### config.mk
export PLATFORM = sky130hd
export DESIGN_NAME = riscv_alu_seq
export DESIGN_NICKNAME = d
export VERILOG_FILES = /design/src/rtl/riscv_alu_seq.sv
export SDC_FILE = /design/constraint.sdc
export NUM_CORES = 1
export LEC_CHECK = 0
export CAP_MARGIN = 10
export CORE_MARGIN = 4
export CORE_UTILIZATION = 29
export DETAILED_ROUTE_END_ITERATION = 8
export PLACE_DENSITY = 0.61
export SLEW_MARGIN = 0
export SYNTH_ARGS = -nofsm -noshare
export SYNTH_HDL_FRONTEND = slang
export SYNTH_SLANG_ARGS = --single-unit
### constraint.sdc
create_clock -name i_clk -period 4.8 [get_ports i_clk]
set_input_delay 0.72 -clock i_clk [delete_from_list [all_inputs] [get_ports i_clk]]
set_output_delay 0.72 -clock i_clk [all_outputs]
set_load 0.03 [all_outputs]
### src/rtl/riscv_alu_seq.sv
// RV32I-style integer ALU with valid/ready handshakes and a registered result.
// Shifts iterate SHIFT_STEP bits per cycle; everything else completes in one cycle.
module riscv_alu_seq #(
  parameter int XLEN       = 32,
  parameter int SHIFT_STEP = 1,
  parameter int SHAMT_W    = $clog2(XLEN)
) (
  input  logic            i_clk,
  input  logic            i_rst_n,
  input  logic            i_in_valid,
  output logic            o_in_ready,
  input  logic [3:0]      i_op,
  input  logic            i_use_imm,
  input  logic [XLEN-1:0] i_a,
  input  logic [XLEN-1:0] i_b,
  input  logic [XLEN-1:0] i_imm,
  output logic            o_out_valid,
  input  logic            i_out_ready,
  output logic [XLEN-1:0] o_result,
  output logic            o_zero,
  output logic            o_busy
);

  localparam logic [3:0] OP_ADD = 4'd0, OP_SUB = 4'd1, OP_SLL = 4'd2, OP_SLT = 4'd3,
                         OP_SLTU = 4'd4, OP_XOR = 4'd5, OP_SRL = 4'd6, OP_SRA = 4'd7,
                         OP_OR = 4'd8, OP_AND = 4'd9;
  localparam logic [SHAMT_W:0] STEP = (SHAMT_W+1)'(SHIFT_STEP);

  typedef enum logic [1:0] {IDLE, SHIFT, DONE} state_t;

  state_t              r_state;
  logic [3:0]          r_op;
  logic [XLEN-1:0]     r_shf;
  logic [SHAMT_W-1:0]  r_rem;
  logic [XLEN-1:0]     r_result;
  logic                r_zero;
  logic                r_out_valid;
  logic                r_busy;

  logic [XLEN-1:0]     w_op2;
  logic [SHAMT_W-1:0]  w_shamt;
  logic                w_is_shift;
  logic                w_accept;
  logic [XLEN-1:0]     w_res;
  logic [SHAMT_W:0]    w_k;
  logic [SHAMT_W-1:0]  w_rem_nxt;
  logic [XLEN-1:0]     w_shifted;

  assign w_op2      = i_use_imm ? i_imm : i_b;
  assign w_shamt    = w_op2[SHAMT_W-1:0];
  assign w_is_shift = (i_op == OP_SLL) || (i_op == OP_SRL) || (i_op == OP_SRA);
  assign o_in_ready = i_rst_n && ((r_state == IDLE) || ((r_state == DONE) && i_out_ready));
  assign w_accept   = i_in_valid && o_in_ready;

  // Single-cycle result; a zero-amount shift is just the operand passed through.
  always_comb begin
    w_res = '0;
    case (i_op)
      OP_ADD:  w_res = i_a + w_op2;
      OP_SUB:  w_res = i_a - w_op2;
      OP_SLT:  w_res = {{(XLEN-1){1'b0}}, $signed(i_a) < $signed(w_op2)};
      OP_SLTU: w_res = {{(XLEN-1){1'b0}}, i_a < w_op2};
      OP_XOR:  w_res = i_a ^ w_op2;
      OP_OR:   w_res = i_a | w_op2;
      OP_AND:  w_res = i_a & w_op2;
      OP_SLL, OP_SRL, OP_SRA: w_res = i_a;
      default: w_res = '0;
    endcase
  end

  // remaining is always < XLEN, so it never exceeds a full-width step
  assign w_k       = ({1'b0, r_rem} < STEP) ? {1'b0, r_rem} : STEP;
  assign w_rem_nxt = r_rem - w_k[SHAMT_W-1:0];

  always_comb begin
    w_shifted = r_shf;
    case (r_op)
      OP_SLL:  w_shifted = r_shf << w_k;
      OP_SRL:  w_shifted = r_shf >> w_k;
      OP_SRA:  w_shifted = $signed(r_shf) >>> w_k;
      default: w_shifted = r_shf;
    endcase
  end

  always_ff @(posedge i_clk) begin
    if (!i_rst_n) begin
      r_state     <= IDLE;
      r_op        <= '0;
      r_shf       <= '0;
      r_rem       <= '0;
      r_result    <= '0;
      r_zero      <= 1'b0;
      r_out_valid <= 1'b0;
      r_busy      <= 1'b0;
    end else begin
      case (r_state)
        SHIFT: begin
          r_shf <= w_shifted;
          r_rem <= w_rem_nxt;
          if (w_rem_nxt == '0) begin
            r_result    <= w_shifted;
            r_zero      <= (w_shifted == '0);
            r_state     <= DONE;
            r_out_valid <= 1'b1;
            r_busy      <= 1'b0;
          end
        end
        default: begin
          if (r_state == DONE && i_out_ready) begin
            r_state     <= IDLE;
            r_out_valid <= 1'b0;
          end
          // An accept in DONE overrides the return to IDLE above.
          if (w_accept) begin
            if (w_is_shift && w_shamt != '0) begin
              r_op        <= i_op;
              r_shf       <= i_a;
              r_rem       <= w_shamt;
              r_state     <= SHIFT;
              r_out_valid <= 1'b0;
              r_busy      <= 1'b1;
            end else begin
              r_result    <= w_res;
              r_zero      <= (w_res == '0);
              r_state     <= DONE;
              r_out_valid <= 1'b1;
            end
          end
        end
      endcase
    end
  end

  assign o_out_valid = r_out_valid;
  assign o_result    = r_result;
  assign o_zero      = r_zero;
  assign o_busy      = r_busy;

endmodule
Word level (Yosys, flattened, before mapping)
Cells that the tools add are included.
- bits in registers: 78
- latch bits: 0
- output and inout port bits: 36
- memories: 0
- input bits: 105
- ROM bits: 0
- memory bits (writable): 0
- multiplexer cells: 32
- bitwise gates (word level): 4
- eq/ne operators: 16
- shifts and indexed selects: 3
- order comparisons: 3
- reductions and logical operators: 22
- multipliers: 0
- add/sub/neg operators: 3
- div/mod/pow operators: 0
- operators by type and width (operator ; number):
    32-bit two-way mux ; 8
    32-bit case mux with 8 select lines ; 1
    32-bit case mux with 3 select lines ; 1
    32-bit logical NOT ; 2
    32-bit less-than comparator ; 2
    32-bit adder ; 1
    32-bit bitwise AND ; 1
    32-bit bitwise OR ; 1
    32-bit by 5-bit left shift with 32-bit output ; 1
    32-bit by 5-bit >> shifter with 32-bit output ; 1
    32-bit by 5-bit >>> shifter with 32-bit output ; 1
    32-bit subtractor ; 1
    32-bit bitwise XOR ; 1
    4-bit by 3-bit == test with 1-bit output (second input constant) ; 6
    5-bit two-way mux ; 4
    1-bit two-way mux ; 13
    4-bit by 2-bit == test with 1-bit output (second input constant) ; 3
    2-bit two-way mux ; 5
    3-bit AND reduction ; 3
    4-bit == test (second input constant) ; 2
    5-bit logical NOT ; 1
    5-bit by 1-bit less-than comparator with 1-bit output (second input constant) ; 1
    5-bit nonzero test ; 1
    5-bit subtractor ; 1
    other kinds (14) ; 21

Logic depth before layout (Yosys ltp)
Gate-level depths: netlist of run 1.
- depth after elaboration: 7
- mapped depth: 17

Least setup slack after synthesis of run 1
OpenSTA, ideal clock, no wires.
- path kind: input port to flip-flop
- start: input port i_use_imm
- end: register r_zero (netlist: o_zero)
- setup slack: -0.205 ns
- arrival: 4.909 ns
- required time: 4.704 ns
- path buffers: 4
- stages on the path: 17
- path through: buf_4 buf_1 clkbuf_1 mux2i_1 ha_1 clkbuf_1 nand3_1 nor3_1 nand3_1 a21oi_1 o211ai_2 o31ai_1 mux2_2 a221o_1 nor4_1 nand4_1 o41ai_2
- word-level cells in the longest chain between the ends: 7
- ends and longest elaborated chain (what ; RTL line ; text):
    from (decl) ; 13 ; input logic i_use_imm,
    32-bit two-way mux (*) ; 49 ; assign w_op2 = i_use_imm ? i_imm : i_b;
    32-bit subtractor (tied with other cells) ; 60 ; OP_SUB: w_res = i_a - w_op2;
    32-bit case mux with 8 select lines ; 58 ; case (i_op)
    32-bit logical NOT ; 124 ; r_zero <= (w_res == '0);
    1-bit two-way mux ; 115 ; if (w_is_shift && w_shamt != '0) begin
    1-bit two-way mux ; 114 ; if (w_accept) begin
    1-bit two-way mux ; 96 ; case (r_state)
    to (signal assigned) ; 102 ; r_zero <= (w_shifted == '0);
    to (signal assigned) ; 124 ;
    to (decl) ; 36 ; logic r_zero;
Every way passes the cells marked *; elsewhere a longest branch is shown, timed or not. The select of a mux whose other input is x is not followed.
A chain may end at the register's enable or synchronous reset.

Final worst setup path of run 1
- start: input port i_b[0]
- end: register r_zero (netlist: o_zero)
- word-level cells in the longest chain between the ends: 7
- ends and longest elaborated chain (what ; RTL line ; text):
    from (decl) ; 15 ; input logic [XLEN-1:0] i_b,
    32-bit two-way mux (*) ; 49 ;
    32-bit subtractor (tied with other cells) ; 60 ;
    32-bit case mux with 8 select lines ; 58 ;
    32-bit logical NOT ; 124 ;
    1-bit two-way mux ; 115 ;
    1-bit two-way mux ; 114 ;
    1-bit two-way mux ; 96 ;
Marked as above.

==> results of run 1 <==
## power by group through the flow
stage	Combinational, W	Clock [W]	Sequential, W
2_1_floorplan	0.000729	0	0.000747
3_3_place_gp	0.00136	0	0.000707
3_5_place_dp	0.00136	0	0.000707
4_1_cts	0.00137	0.000777	0.000693
5_1_grt	0.00151	0.000812	0.000697
6_report	0.00140	0.000767	0.000693
## logic make-up after synthesis
family / count (synthesis) / synth area share (%)
AO/OA/AOI/OAI: 529 / 35.7
AND/OR/NAND/NOR: 474 / 22.3
buffers and inverters: 207 / 8.05
adder cells (fa/ha/maj): 106 / 13.4
flip-flops: 77 / 15.4
multiplexers: 43 / 4.44
XOR/XNOR: 8 / 0.702
## stage by stage
stage | hold slack, ns | power (W) | area (um2)
6_report | 0.459 | 0.00286 | 13000
4_1_cts | 0.459 | 0.00284 | 12900
2_1_floorplan | 0.432 | 0.00148 | 9990
3_3_place_gp | 0.449 | 0.00206 | 12600
3_5_place_dp | 0.451 | 0.00207 | 12600
5_1_grt | 0.487 | 0.00302 | 13000
## cells in the final DEF, fill, tap and decap left out, types with 5 or more instances in the layout
| cell | instances |
|---|---|
| o211ai_1 | 27 |
| clkdlybuf4s50_1 | 139 |
| clkbuf_16 | 9 |
| nor2_1 | 173 |
| nand2b_1 | 15 |
| inv_1 | 98 |
| nor2b_1 | 19 |
| a311oi_1 | 8 |
| o21ai_1 | 12 |
| a21o_1 | 16 |
| or2_2 | 15 |
| nor4_1 | 19 |
| ha_1 | 104 |
| nand3_1 | 27 |
| o21bai_1 | 5 |
| a211oi_1 | 23 |
| buf_4 | 133 |
| and3_1 | 6 |
| xnor2_1 | 5 |
| o21ai_0 | 88 |
| mux2i_1 | 39 |
| o22ai_1 | 8 |
| nor3b_1 | 10 |
| or3_1 | 8 |
| a221oi_1 | 24 |
| inv_2 | 5 |
| a22oi_1 | 70 |
| a31oi_1 | 10 |
| nor3_1 | 40 |
| dfxtp_1 | 77 |
| o31ai_1 | 13 |
| o31a_1 | 5 |
| a21oi_1 | 144 |
| o221ai_1 | 6 |
| a221o_1 | 8 |
| nand4_1 | 13 |
| nand2_1 | 102 |
## flip-flops by register name, summed over array words and instances, names as in the netlist
register	cells
r_shf	32
r_state	2
o_result	32
r_rem	5
r_op	4
o_zero	1
o_busy	1
## repair_timing
item / in CTS / in global routing
hold endpoints to repair: 0 / 0
setup endpoints to repair: 0 / 3
resized for setup: 0 / 8
buffers inserted: 0 / 1
## per-layer routing
| layer | vias up | share of wire, % |
|---|---|---|
| met4 | 0 | 6.0 |
| met3 | 117 | 6.9 |
| met1 | 5656 | 43 |
| met2 | 619 | 44 |
| met5 | - | 0 |
| li1 | 5676 | - |
## how the worst max path moves through the flow
stage                     startpoint                  end  slack, ns  cells past startpoint
after global placement        i_b[0]  o_zero$_SDFFE_PN0P_      -0.28                     17
after CTS                     i_b[0]  o_zero$_SDFFE_PN0P_       0.04                     17
after detailed placement      i_b[0]  o_zero$_SDFFE_PN0P_      -0.30                     17
after global routing       i_use_imm  o_zero$_SDFFE_PN0P_      0.009                     17
after floorplan            i_use_imm  o_zero$_SDFFE_PN0P_       0.22                     17
final                         i_b[0]  o_zero$_SDFFE_PN0P_        0.1                     16
## critical path: stages
cell             delay, ns
clkdlybuf4s50_1       0.39
mux2_4                0.31
ha_1                  0.25
fa_1                  0.46
a211oi_1              0.23
buf_4                 0.18
nor4_2                0.07
nor3_1                0.39
o211ai_1              0.29
a31oi_2               0.30
o21ai_1               0.20
mux2i_1               0.18
o21ai_1               0.17
nor4_1                0.36
nand4_1               0.17
o41ai_2               0.28
## area by class of cell
cell class | instances | share of cell area (%)
multi-input combinational | 1160 | 59.4
timing repair buffer | 277 | 19.0
sequential | 77 | 11.8
tap | 448 | 4.31
inverter | 103 | 2.97
clock buffer | 10 | 1.76
clock inverter | 5 | 0.769
==> impl_metrics.toml, run 1 <==
[outcome]
outcome = "finished clean"

[place]
io_buffers = 140
pre_cts_slack_ns = -0.299
dp_hpwl_um = 34700
placedCellCount = 2063
gp_congestion = 1.01

[finish]
layout-drive-gt1-share_pct = 12.9
multiInputGateArea_um2 = 7720
seq_area_um2 = 1540
fin_cells = 2080
fin_util_pct = 38.5
fin_nets = 1839
antenna_cells = 0
nFillCells = 3542
syn_to_final_growth_pct = 30.3

[synth]
synth_edf_count = 0
synth_nets = 1655
avgSynthCellArea_um2 = 6.91
synth_seq_area_share_pct = 15.4
postSynthCellCount = 1444
synth_top_area_cell = "dfxtp_1"
ys_async_sr_fraction_pct = 0
synth_area_leaders = "dfxtp_1 (15%), ha_1 (13%), a21oi_1 (7.2%), nor2_1 (6.7%), a22oi_1 (5.3%)"
netlist_top_cells_count = "nor2_1 (177), a21oi_1 (144), ha_1 (104)"
synth_top_flop_cell = "dfxtp_1"
synth_top_area_share_pct = 15.4
yosysMostFrequentCell = "nor2_1"
ys_seq_elements = 77
synth.cell_area_um2 = 9980
yosysWarnings = 0
synth.distinct_cells = 85

[critical_path]
critPathKind = "in -> reg"
r2r-end = "o_zero$_SDFFE_PN0P_"
r2r_slack_ns = 1.01
cp-start-kind = "input pin"
worstPathArrival_ns = 4.95
cp_data_required_time_ns = 5.04
path_max_fanout = 4
ff2ff_path_depth = 12
r2r-start = "r_rem[4]$_SDFFE_PN0P_"
cp-end-kind = "flop"

[sta]
fin_crit_ns = 4.70
final.setup.tns_ns = 0
hold_violations = 0
rsz0062_at_grt = "false"
fmax_ghz = 0.213
finalClockSkew_ns = 0.00802
setup_viol_count_final = 0
maxSlewHeadroom_pct = 44.7
worstMarginPinSlew_ns = 0.829
setup_ws_ns = 0.0957
slew_violations = 0
finalCritPeriodShare_pct = 98.0

[routing]
num_vias = 12100
drt-initial-drc-count = 1464
routedWlPerCell_um = 21.2
post_drt_via_cell_ratio = 5.80
firstDrtPassIters = 7
route.detailed.drc = 0
postRouteAntennaNets = 0
wl_um = 44000

[power]
p_sw_w = 0.00112
pwr-share-clk_pct = 26.8
p_leak_nw = 5.26
p_seq_share_pct = 24.2
p_per_area_nw_per_um2 = 220
combPwrFrac_pct = 49.0
irDropWorstVdd_uv = 205
swShare_pct = 39.2
intPower_w = 0.00174

[global_route]
grt_pass1_wl_um = 67100
grt_max_degree = 75
antenna_found_initial = 0
use_met3_pct = 2.64
gr-usage-met2_pct = 34.6
track_usage_pct = 22.1
use_met1_pct = 29.9
grt_overflow_total = 0
top_usage_layer = "met2"
grt_pass1_vias = 11600

[hold_path]
min_path_cells = 2
min_from = "o_result[7]$_SDFFE_PN0P_"
holdCritPathClass = "reg -> reg"
hold_end = "o_result[7]$_SDFFE_PN0P_"

[die]
die_area_um2 = 37500
dieWidth_um = 194
core_um2 = 33800
rows = 67
ioPinCount = 141
die_h_um = 194
initial_core_util_pct = 29.6

[cts]
cts_buffers = 9
h-tree-depth = 3
tritoncts_num_sinks = 77
clk_pin_slew_ns = 0.06
holdBufCountCts = 0
clock_path_buffers = 2
cts_tree = "yes"
clkLatencyLatePin_ns = 0.33
root_buffer = "clkbuf_16"

[run]
timing.max_cap.violations = 0
(Power assumes the default switching activity.)
==> inputs of run 2 (changes only) <==
CTS_CLUSTER_DIAMETER = 80   (was not set)
==> results of run 2 <==
Same layout as run 1: the final DEF is identical, and so are final timing and power.
==> inputs of run 3 (changes only) <==
SLEW_MARGIN = not set   (was 0)
==> results of run 3 <==
Same layout as run 1: the final DEF is identical, and so are final timing and power.
==> variant 1, RTL diff (config.mk and constraints of run 2) <==
Remove the case item `OP_SRA` of the case on `r_op`.
--- a/src/rtl/riscv_alu_seq.sv
+++ b/src/rtl/riscv_alu_seq.sv
@@ -77,7 +77,6 @@
     case (r_op)
       OP_SLL:  w_shifted = r_shf << w_k;
       OP_SRL:  w_shifted = r_shf >> w_k;
-      OP_SRA:  w_shifted = $signed(r_shf) >>> w_k;
       default: w_shifted = r_shf;
     endcase
   end
Function: changed (a bounded check fails within 4 cycles, from zero or initial values and one cycle with i_rst_n low).
==> variant 1 against run 2 <==
Sequential cell count unchanged. Clock power decreased by 8.3%. Power up 0.59%. Synthesized area up 0.55%. Maximum frequency rose by 2.7%. Combinational power rose by 6%. Final area grew 2.7%. Non-clock buffer count increased by 45. Die area rose by 0.53%. Cell count grew 3.6%. Routed wire length grew 5.6%. Setup slack improved by 0.12 ns.
==> variant 1: results (changes against run 2) <==
Pwr
  – VDD IR-drop max: 0.000233 V (+14%)
  – Reg power frac: 24.0% (-0.2 points)
  – Clock power frac: 24.4% (-2.4 points)
  – Leak: 5.46 nW (+3.8%)
  – Pwr Density: 215 nW/um^2 (-2.1%)

Place
  – HPWL after detailed placement: 37,300 um (+7.5%)
  – Routability Congestion: 1.00 (-1.2%)
  – Number of instances in the placed design: 2,138 (+3.6%)

GRT
  – Vias in the first global route: 11,708 (+0.92%)
  – First-pass GRT wire length: 70,700 um (+5.4%)
  – GR Layer Usage met1: 30.9% (+0.91 points)
  – Largest net degree at the start of global routing: 60 (-20%)

Logic synthesis
  – Commonest cells post-synth: 177 x nor2_1, 147 x a21oi_1, 128 x nand2_1
  – Post-synth net total: 1,679 (+1.5%)
  – Post-synthesis xor/xnor area fraction: 1.22% (+0.52 points)
  – Synth cell types: 80 (-5.9%)
  – Mux cell area share after synthesis: 7.22% (+2.8 points)
  – Syn_area_per_cell: 6.84 um^2 (-1.1%)
  – Post-synthesis sequential area ratio: 15.4% (-0.085 points)
  – Compound-Gate Fraction of Synth Area: 33.2% (-2.4 points)
  – Largest cells by area after synthesis: dfxtp_1 15%, ha_1 13%, a21oi_1 7.3%, nor2_1 6.6%, mux2i_1 6.5%

Run status
  – Status: complete, no violations

Setup path
  – Flop2flop setup slack: 0.90 ns (-0.11 ns)

Timing
  – Min Hold Slack: 0.430 ns (-0.0290 ns)
  – Clock Skews: 0.0108 ns (+0.00275 ns)
  – Setup WS post-layout: 0.218 ns (+0.122 ns)

Cells and area
  – Share of cells above drive strength 1: 13.8% (+0.97 points)
  – Fin cells: 2,154 (+3.6%)
  – Fin nets: 1,912 (+4.0%)

Drt
  – Routed wire per std cell: 21.6 um (+2.0%)

Worst hold path
  – Hold Crit Start: r_op[3]
  – Worst min-delay path endpoint: r_op[3]
## variant 1: cell count changes in the layout (fill, tap and decap cells not counted), moves of 11 or more
| cell | change |
|---|---|
| o211ai_1 | -11 |
| o21ai_0 | +20 |
| a221oi_1 | +13 |
| mux2i_1 | +26 |
| nand2_1 | +26 |
| buf_4 | +47 |
| or2_2 | -11 |
| a22oi_1 | -48 |
| o21bai_1 | +11 |
## variant 1: layout make-up
type / instances / area (um^2) / share of cell area (%)
Clock buffer: 10 / 239 / 1.79
Clock inverter: 6 / 71.3 / 0.534
Inverter: 101 / 379 / 2.84
Multi-Input combinational cell: 1190 / 7780 / 58.2
Sequential cell: 77 / 1540 / 11.5
Tap cell: 448 / 561 / 4.19
Timing Repair Buffer: 322 / 2790 / 20.9
## variant 1: per-layer routing
| metal | routed length, um | part of all wire, % |
|---|---|---|
| met1 | 20100 | 43 |
| met4 | 1940 | 4.2 |
| met3 | 2880 | 6.2 |
| met5 | 0 | 0 |
| met2 | 21500 | 46 |
==> variant 2, RTL diff (flow settings as in run 2) <==
Made on the original files. Change the parameter `XLEN` from 32 to 64.
--- a/src/rtl/riscv_alu_seq.sv
+++ b/src/rtl/riscv_alu_seq.sv
@@ -1,7 +1,7 @@
 // RV32I-style integer ALU with valid/ready handshakes and a registered result.
 // Shifts iterate SHIFT_STEP bits per cycle; everything else completes in one cycle.
 module riscv_alu_seq #(
-  parameter int XLEN       = 32,
+  parameter int XLEN       = 64,
   parameter int SHIFT_STEP = 1,
   parameter int SHAMT_W    = $clog2(XLEN)
 ) (
Interface: changed (resized i_a, i_b, i_imm and o_result); port bits go from 141 to 269. The function was not compared with the original's and may differ.
==> variant 2 against run 2 <==
The flow now finishes with violations (setup timing). Combinational power rose to 3.0 times the old value. Power rose by 140%. Count of clock-buffer cells in the layout up 9. Die area up 100%. Synthesized area rose by 100%. Final area is 140% higher. Setup slack lost 0.32 ns. Sequential cell count increased by 65. Routed wire length increased to 2.7 times the old value. Critical path type unchanged. Critical endpoint unchanged. Largest cell class unchanged.
==> variant 2: results (changes against run 2) <==
Run status
  – Status: finished with violations
  – Violated checks: setup timing

Setup path
  – RR Startpoint: r_rem[1]
  – Flop2flop setup slack: 0.27 ns (-0.74 ns)
  – Worst path arrival time: 5.37 ns (+0.42 ns)
  – Delay-heaviest family, CP: simple AND/OR/NAND/NOR gates
  – Reg2reg path depth: 18 (+6)
  – Max stage delay on crit path: 0.55 ns (+0.09 ns)
  – CP max-delay cell: or4b_4

Place
  – Routability Congestion: 1.04 (+2.5%)
  – Port buffer count: 268 (+91%)
  – HPWL after detailed placement: 97,900 um (+180%)
  – DP Worst Slack: -1.45 ns (-1.15 ns)
  – Number of instances in the placed design: 4,909 (+140%)

Timing
  – # setup viols final: 1 (+1)
  – Setup WS post-layout: -0.225 ns (-0.320 ns)
  – Setup TNS Final: -0.225 ns (-0.225 ns)
  – Min Hold Slack: 0.451 ns (-0.00737 ns)
  – Rel. slew slack: 14.2% (-30 points)
  – Clock Skews: 0.0106 ns (+0.00260 ns)

GRT
  – GR Layer Usage met1: 44.6% (+15 points)
  – GRT Total Usage: 30.6% (+8.6 points)
  – Antenna violations before repair: 6 (+6)
  – First-pass GRT wire length: 174,000 um (+160%)
  – Largest net degree at the start of global routing: 75 (unchanged)
  – Vias in the first global route: 26,192 (+130%)
  – M2 GR Usage: 45.2% (+11 points)
  – Met3 Usage GRT: 6.02% (+3.4 points)

Logic synthesis
  – Post-synthesis sequential area ratio: 13.9% (-1.5 points)
  – Post-synth net total: 3,449 (+110%)
  – Synth cell types: 99 (+16%)
  – Cells after synthesis: 3,044 (+110%)
  – Largest cells by area after synthesis: dfxtp_1 14%, ha_1 12%, nor2_1 6.8%, a21oi_1 6.6%, nand2_1 5.2%
  – Commonest cells post-synth: 368 x nor2_1, 282 x nand2_1, 271 x a21oi_1

Pwr
  – Psw: 2.92 mW (+160%)
  – Leak: 14.2 nW (+170%)
  – Clk power: 1.43 mW (+86%)
  – Pwr Total: 6.87 mW (+140%)
  – VDD IR-drop max: 0.000262 V (+28%)

Drt
  – Routed wire per std cell: 24.3 um (+15%)
  – DRT iter0 DRCs: 3,497 (+140%)
  – Routed length on met3: 13,800 um (+350%)
  – Wire length on met2: 49,800 um (+160%)
  – Vias: 28,578 (+140%)
  – Detailed Routing Iterations Pass 1: 6 (-1)
  – WL met1: 52,900 um (+180%)
  – Max layer used: met5

Clock tree
  – TritonCTS Buffers: 17 (+8)
  – H-tree levels: 4 (+1)
  – Clock latency on the worst-skew pair: 0.44 ns (+0.11 ns)

Worst hold path
  – Worst min-delay path endpoint: o_result[49]
  – Worst Hold Class: flip-flop to flip-flop
  – Hold Crit Start: o_result[49]

Cells and area
  – Share of cells above drive strength 1: 27.6% (+15 points)
  – Fin nets: 4,415 (+140%)
  – Fin cells: 4,964 (+140%)
  – Fill cell count: 7,184 (+100%)
## variant 2: cell count changes after synthesis, sizes merged, moves of 41 or more
cell	before	now
o22ai	8	69
o21ai	102	197
inv	103	226
a31oi	11	70
ha	104	202
clkbuf	77	144
nor2	177	369
a21oi	144	273
nand2	102	283
dfxtp	77	142
mux2i	39	80
## variant 2: timing repair
action	CTS	global route
buffers inserted	8	12
pin swaps	20	41
resized for setup	58	125
setup endpoints to repair	14	24
cloned	1	1
## variant 2: cell families after synthesis
logic type | share of synthesized area, %
AND/OR/NAND/NOR | 23.8
buffers and inverters | 8.29
multiplexers | 4.25
AO/OA/AOI/OAI | 36.4
flip-flops | 13.9
adder cells (fa/ha/maj) | 12.6
XOR/XNOR | 0.772
## variant 2: cell type report
type | count | area [um^2] | area share (%)
clock inverters | 13 | 189 | 0.594
repair buffers | 1155 | 9520 | 29.9
inverters | 229 | 867 | 2.72
diodes | 1 | 2.50 | 0.00786
multi-input cells | 2465 | 16800 | 52.8
clock buffers | 19 | 433 | 1.36
flip-flops and latches | 142 | 2840 | 8.93
well taps | 940 | 1180 | 3.69
## variant 2: worst max-delay path by stage
| stage | end | startpoint | slack [ns] | cells past startpoint |
|---|---|---|---|---|
| after floorplan | o_zero | i_use_imm | 0.13 | 18 |
| after global placement | o_zero | i_use_imm | -1.46 | 21 |
| after detailed placement | o_zero | i_imm[0] | -1.45 | 19 |
| after CTS | o_zero | i_imm[0] | -0.22 | 21 |
| after global routing | o_zero | i_use_imm | -0.28 | 21 |
| final | o_zero | i_imm[5] | -0.22 | 19 |
## variant 2: metrics by stage
stage | cell area [um^2] | util, %
after floorplan | 20400 | -
after global placement | 30100 | 43.1
after detailed placement | 30100 | 43.1
after CTS | 31100 | 44.5
after global routing | 31800 | 45.5
final | 31800 | 45.5
